$ cat config.mk
export PLATFORM = sky130hd
export DESIGN_NAME = fetch_prefetch_queue
export DESIGN_NICKNAME = d
export VERILOG_FILES = /design/src/rtl/fetch_prefetch_queue.sv
export SDC_FILE = /design/constraint.sdc
export NUM_CORES = 1
export LEC_CHECK = 0
export CORE_ASPECT_RATIO = 0.9
export CORE_MARGIN = 3
export CORE_UTILIZATION = 50
export DETAILED_ROUTE_END_ITERATION = 12
export GPL_ROUTABILITY_DRIVEN = 0
export PLACE_DENSITY = 0.76
export REMOVE_ABC_BUFFERS = 1
export SYNTH_ARGS = -nofsm -noshare
export SYNTH_HDL_FRONTEND = slang
export SYNTH_SLANG_ARGS = --single-unit
$ cat constraint.sdc
create_clock -name clock -period 4.5 [get_ports clock]
set_clock_uncertainty 0.1 [all_clocks]
set_input_delay 0.9 -clock clock [delete_from_list [all_inputs] [get_ports clock]]
set_output_delay 0.9 -clock clock [all_outputs]
set_load 0.02 [all_outputs]
$ cat src/rtl/fetch_prefetch_queue.sv
// Prefetching fetch stage: sequential reads, in-order responses buffered
// with their PC in a DEPTH-entry queue ahead of decode; redirect flushes.
module fetch_prefetch_queue #(
  parameter int          XLEN     = 32,
  parameter int          DEPTH    = 4,
  parameter logic [31:0] RESET_PC = 32'h0,
  localparam int         AW       = $clog2(DEPTH),
  localparam int         CW       = $clog2(DEPTH+1)
) (
  input  logic            clock,
  input  logic            reset,
  input  logic            redirect_valid,
  input  logic [XLEN-1:0] redirect_pc,
  output logic            mem_read_enable,
  output logic [XLEN-1:0] mem_read_address,
  input  logic            mem_read_valid,
  input  logic [XLEN-1:0] mem_read_value,
  output logic            instr_valid,
  input  logic            instr_ready,
  output logic [XLEN-1:0] instr,
  output logic [XLEN-1:0] instr_pc,
  output logic [CW-1:0]   queue_count,
  output logic            protocol_error
);

  // discard can pile up across back-to-back redirects
  localparam int DW = CW + 4;

  logic [XLEN-1:0] fetch_pc_q, fetch_pc_d;
  logic [XLEN-1:0] resp_pc_q, resp_pc_d;
  logic [CW-1:0]   out_q, out_d;
  logic [CW-1:0]   cnt_q, cnt_d;
  logic [DW-1:0]   disc_q, disc_d;
  logic [AW-1:0]   head_q, head_d;
  logic [AW-1:0]   tail_q, tail_d;
  logic            perr_q, perr_d;
  logic [XLEN-1:0] word_q [DEPTH];
  logic [XLEN-1:0] pcs_q  [DEPTH];

  logic [XLEN-1:0] tgt;
  logic [CW:0]     occ;
  logic            issue, rsp_drop, rsp_acc, rsp_err, deq;

  assign tgt      = redirect_pc & ~XLEN'(3);
  assign occ      = {1'b0, cnt_q} + {1'b0, out_q};
  assign issue    = !reset && !redirect_valid
                    && (occ < (CW+1)'(DEPTH));
  assign rsp_drop = mem_read_valid && (disc_q != '0);
  assign rsp_acc  = mem_read_valid && (disc_q == '0)
                    && (out_q != '0);
  assign rsp_err  = mem_read_valid && (disc_q == '0)
                    && (out_q == '0);
  assign deq      = (cnt_q != '0) && instr_ready;

  always_comb begin
    fetch_pc_d = fetch_pc_q;
    resp_pc_d  = resp_pc_q;
    out_d      = out_q;
    cnt_d      = cnt_q;
    disc_d     = disc_q;
    head_d     = head_q;
    tail_d     = tail_q;
    perr_d     = perr_q | rsp_err;
    if (redirect_valid) begin
      fetch_pc_d = tgt;
      resp_pc_d  = tgt;
      out_d      = '0;
      cnt_d      = '0;
      head_d     = '0;
      tail_d     = '0;
      disc_d     = disc_q + DW'(out_q)
                   - DW'(rsp_drop) - DW'(rsp_acc);
    end else begin
      if (issue) fetch_pc_d = fetch_pc_q + XLEN'(4);
      if (rsp_drop) disc_d = disc_q - DW'(1);
      if (rsp_acc) begin
        tail_d    = tail_q + AW'(1);
        resp_pc_d = resp_pc_q + XLEN'(4);
      end
      if (deq) head_d = head_q + AW'(1);
      out_d = out_q + CW'(issue) - CW'(rsp_acc);
      cnt_d = cnt_q + CW'(rsp_acc) - CW'(deq);
    end
  end

  always_ff @(posedge clock) begin
    if (reset) begin
      fetch_pc_q <= RESET_PC[XLEN-1:0];
      resp_pc_q  <= RESET_PC[XLEN-1:0];
      out_q      <= '0;
      cnt_q      <= '0;
      disc_q     <= '0;
      head_q     <= '0;
      tail_q     <= '0;
      perr_q     <= 1'b0;
    end else begin
      fetch_pc_q <= fetch_pc_d;
      resp_pc_q  <= resp_pc_d;
      out_q      <= out_d;
      cnt_q      <= cnt_d;
      disc_q     <= disc_d;
      head_q     <= head_d;
      tail_q     <= tail_d;
      perr_q     <= perr_d;
    end
  end

  always_ff @(posedge clock) begin
    if (!reset && !redirect_valid && rsp_acc) begin
      word_q[tail_q] <= mem_read_value;
      pcs_q[tail_q]  <= resp_pc_q;
    end
  end

  assign mem_read_enable  = issue;
  assign mem_read_address = fetch_pc_q;
  assign instr_valid      = cnt_q != '0;
  assign instr            = instr_valid ? word_q[head_q]
                                        : XLEN'(32'h13);
  assign instr_pc         = instr_valid ? pcs_q[head_q] : '0;
  assign queue_count      = cnt_q;
  assign protocol_error   = perr_q;

endmodule

Yosys cells after proc, flatten, opt, wreduce, memory -nomap -nowiden

Memory sizes are Yosys's and may differ from the RTL's. A register that Yosys moved wholly into a read port is not among the register bits.
Cells that the tools add are included.
W data, S select, Z words.

Register bits after elaboration: 82
Bits in writable memories: 256
Bits of input ports: 69
Output and inout bits: 102
Word-level logic and storage cells: 60
Memories kept: 2

Add/sub/neg operators: 13
$lt $le $gt $ge: 1
Mux-type cells: 14
Bitwise logic cells: 1
Reduce and logical (&&, ||, !) cells: 19

Memories:

| memory | depth | width | read ports | clocked after memory_dff | write ports | RTL line | source |
|---|---|---|---|---|---|---|---|
| pcs_q  | 4     | 32    | 1          | 1                        | 1           | 38       | `logic [XLEN-1:0] pcs_q [DEPTH];` |
| word_q | 4     | 32    | 1          | 1                        | 1           | 37       | `logic [XLEN-1:0] word_q [DEPTH];` |

Operators with widths:

| operator                | number |
|---|---|
| $mux W32                | 6 |
| $add A32 B3 Y32 const B | 2 |
| $mux W7                 | 2 |
| $sub A7 B1 Y7           | 2 |
| $logic_and A1 B1 Y1     | 8 |
| $mux W2                 | 4 |
| $add A7 B3 Y7           | 1 |
| $logic_not A7 Y1        | 1 |
| $reduce_bool A7 Y1      | 1 |
| $sub A7 B1 Y7 const B   | 1 |
| $add A3 B1 Y3           | 2 |
| $reduce_bool A2 Y1      | 3 |
| $reduce_bool A3 Y1      | 2 |
| $sub A3 B1 Y3           | 2 |
| $add A2 B1 Y2 const B   | 2 |
| $add A3 B3 Y4           | 1 |
| $lt A4 B3 Y1 const B    | 1 |
| $logic_not A3 Y1        | 1 |
| $logic_not A1 Y1        | 2 |
| $mux W1                 | 2 |
| $reduce_or A2 Y1        | 1 |
| $or A1 B1 Y1            | 1 |

Logic depth before layout (Yosys ltp)

Depth after elaboration: 6
Mapped depth: 15

Worst setup path before layout

Ideal clock, no wire load.

Path type: input-to-reg
From: in mem_read_valid
To: reg disc_q[6]
Arrival: 4.447 ns
Slack: -0.167 ns
Stages on the path: 13
Path buffers: 1
Cell sequence: and4b_1 > and3_2 > clkbuf_1 > fa_1 > fa_1 > inv_1 > ha_1 > fa_1 > a21o_1 > a2111oi_0 > xnor2_1 > a21oi_1 > mux2_2

Cells in the longest elaborated chain, start to end: 4
Elaborated cells on any way between the ends: 7
Classes of those cells: add/sub (2); mux (1); reduce/logical (4)

RTL lines:

| element                                                     | RTL line | source |
|---|---|---|
| start: declaration                                          | 16       | `input logic mem_read_valid,` |
| $logic_and A1 B1 Y1, on equally long branches               | 48, 49   |  |
| $sub A7 B1 Y7 / $logic_and A1 B1 Y1 (equally long branches) | 72, 50   |  |
| $sub A7 B1 Y7                                               | 72       | `- DW'(rsp_drop) - DW'(rsp_acc);` |
| $mux W7                                                     | 64       | `if (redirect_valid) begin` |
| end signal: assignment                                      | 101      | `disc_q <= disc_d;` |
| end: declaration                                            | 33       | `logic [DW-1:0] disc_q, disc_d;` |

Several ways; a longest one is shown, not always the timed one.
A chain may end at the register's enable or synchronous reset.

Final worst setup path

Ends and elaborated chain as after synthesis.

==> reports/qor.txt <==
largest family of logic cells by synthesized area: simple AND/OR/NAND/NOR gates
Setup Crit Path Kind: in -> reg
simple-gate share of the synthesized area: 11.3%
Synth async-reset ratio: 0%
dominant cell type by area after synthesis: edfxtp_1
CTS Hold Buffers Added: 0
Synth Area in Compound Gates: 6.86%
die height: 166 µm
Post-Synth Adder-Cell Area: 2.91%
crit end category: flip-flop
nets@finish: 1253
area grow syn2layout: 22.7%
flops & latches, synth: 328
Synth Area in XOR/XNOR: 2.35%
Max Clk Rate: 0.232 GHz
fill cell count: 1995
max_slew headroom: 59.6%
post-route setup slack: 0.184 ns
number of global-route vias before repair: 9077
share of layout cells above drive strength 1: 13.7%
Worst EP required: 4.79 ns
Syn Inst Count: 975
number of library cell types mapped by synthesis: 67
clock-pin slew on the worst setup and hold paths: 0.06 ns
CP Max Fanout: 2
worst min path class: reg -> reg
CTS resizes: 0
register area share after synthesis: 63.8%
RSZ-0062 raised after global routing: false
Mapped Area: 14200 µm²
initial core utilization: 51.6%
Post-synth EDFFs: 248
peak supply drop: 0.000314 V
Port Buffers: 164
root buf cell: clkbuf_16
Pwr per Cell Area: 399 nW/µm²
Clock Sinks: 328
Cell Rows: 57
hpwl dp: 20300 µm
first-pass GRT wire length: 49300 µm
post-layout minimum cycle time: 4.32 ns
CTS tree: yes
largest net degree at the start of global routing: 62
Max Slew Vio Count: 0
outcome: finished clean
vias: 8903
initial antenna violation count: 0
post-synth top area share: 52.5%
fraction of synthesized area in multiplexers: 10.2%
Die ar.: 30400 µm²
top cells by area, synth: edfxtp_1 53%, dfxtp_1 11%, mux4_2 9.8%
Initial DRC Count: 576
grt ovf: 0
Slew @ Worst Pin: 0.606 ns
die width: 184 µm
area occupied by multi-input gates: 4790 µm²
Setup violations, final: 0
dpl ws: -0.483 ns
Routed WL per cell: 20.4 µm
most frequent cells in the layout: 248 x edfxtp_1, 164 x clkdlybuf4s50_1, 78 x dfxtp_1, 68 x and2_1, 62 x mux4_2
drt drc: 0
Final period util: 95.9%
Reg area: 9050 µm²
Routed WL: 31200 µm
Num CTS Buffers: 34
max-cap viol count: 0
clk buf depth: 3
Primary FF master, synth: edfxtp_1
Leak: 5.75 nW
First-pass DRT Iterations: 6
CTS H-tree depth: 2
mean post-synth cell area: 14.5 µm²
Clock Latency Late Sink: 0.50 ns
I/O pin total: 171
vias per cell: 5.82
Core ar.: 27500 µm²
Crit path arrival time: 4.61 ns
commonest non-fill, non-tap cell in the layout: edfxtp_1
total power: 6.94 mW
GRT Resource Usage Total: 20.3%
post-route ant nets: 0
yosys warns: 0
Setup Fix Bufs, Post-CTS: 0
number of diodes: 0
CP startpoint kind: primary input
Final Hold Fails: 0
[worst max-delay path, cell delays in order]
cell and delay, ns:
clkdlybuf4s50_1 0.48, and4b_1 0.20, and3_2 0.21, fa_1 0.43
fa_1 0.49, inv_1 0.04, ha_1 0.20, fa_1 0.40
a21o_1 0.22, a2111oi_2 0.32, buf_4 0.17, xnor2_1 0.05
a21oi_1 0.15, mux2_2 0.34
[layer usage]
| layer | GRT usage [%] | vias to the layer above | routed length, µm |
|---|---|---|---|
| li1 | - | 4107 | - |
| met1 | 29.3 | 4408 | 13900 |
| met2 | 32.5 | 357 | 14500 |
| met3 | 3.99 | 31 | 2420 |
| met4 | 4.40 | 0 | 426 |
| met5 | 0 | - | 0 |
[worst paths after layout]
path	start	endpoint	slack, ns	cells past startpoint
max	mem_read_valid	disc_q[6]$_SDFFE_PP0P_	0.18	14
min	protocol_error$_SDFF_PP0_	protocol_error$_SDFF_PP0_	0.40	2
max reg2reg	disc_q[4]$_SDFFE_PP0P_	disc_q[6]$_SDFFE_PP0P_	0.27	15
min reg2reg	protocol_error$_SDFF_PP0_	protocol_error$_SDFF_PP0_	0.40	2
[per-stage QoR]
step | utilization (%) | std cells | setup TNS, ns | area [µm²] | hold slack, ns
2_1_floorplan | - | 925 | -1.59 | 14000 | 0.369
3_3_place_gp | 59.5 | 1472 | -0.406 | 16300 | 0.386
3_5_place_dp | 59.5 | 1472 | -0.483 | 16300 | 0.401
4_1_cts | 63.3 | 1530 | 0 | 17400 | 0.412
5_1_grt | 63.4 | 1530 | 0 | 17400 | 0.440
6_report | 63.4 | 1530 | 0 | 17400 | 0.400
[area by class of cell]
class / count / share of cell area, %
multi-input combinational: 562 / 27.5
clock inverter: 15 / 0.863
tap: 354 / 2.55
inverter: 35 / 0.755
sequential: 328 / 52.0
timing repair buffer: 193 / 11.0
clock buffer: 43 / 5.21
[logic make-up after synthesis]
group | count (synthesis)
AO/OA/AOI/OAI | 135
XOR/XNOR | 38
adder cells (fa/ha/maj) | 30
buffers and inverters | 88
flip-flops | 328
multiplexers | 66
other | 1
AND/OR/NAND/NOR | 289
[power breakdown]
part / total, mW / internal [mW] / switching (mW)
clock: 2.67 / 1.60 / 1.08
sequential: 3.42 / 3.32 / 0.0987
combinational: 0.845 / 0.421 / 0.425
total: 6.94 / 5.34 / 1.60
[state kept, by name, summed over array words and instances (netlist names), named ones only]
register	cells
disc_q	7
tail_q	2
head_q	2
protocol_error	1
mem_read_address	30
resp_pc_q	30
out_q	3
pcs_q	120
word_q	128
queue_count	3
[Yosys cell counts (7+ instances only)]
cell type / n
buf_2: 11
and2_1: 68
a21boi_0: 13
o21a_1: 17
clkbuf_1: 33
a211oi_1: 11
nor4_1: 8
ha_1: 25
and4_1: 10
and3_1: 15
a21oi_1: 18
or3_1: 7
xor2_1: 9
o21ai_0: 16
nand3_1: 26
xnor2_1: 29
dfxtp_1: 80
edfxtp_1: 248
nand2_1: 54
a311oi_1: 7
nor3_1: 21
o31a_1: 11
a31oi_1: 10
nand4_1: 17
mux4_2: 62
inv_1: 33
nor2_1: 36
Power figures use the tool's default switching activity.
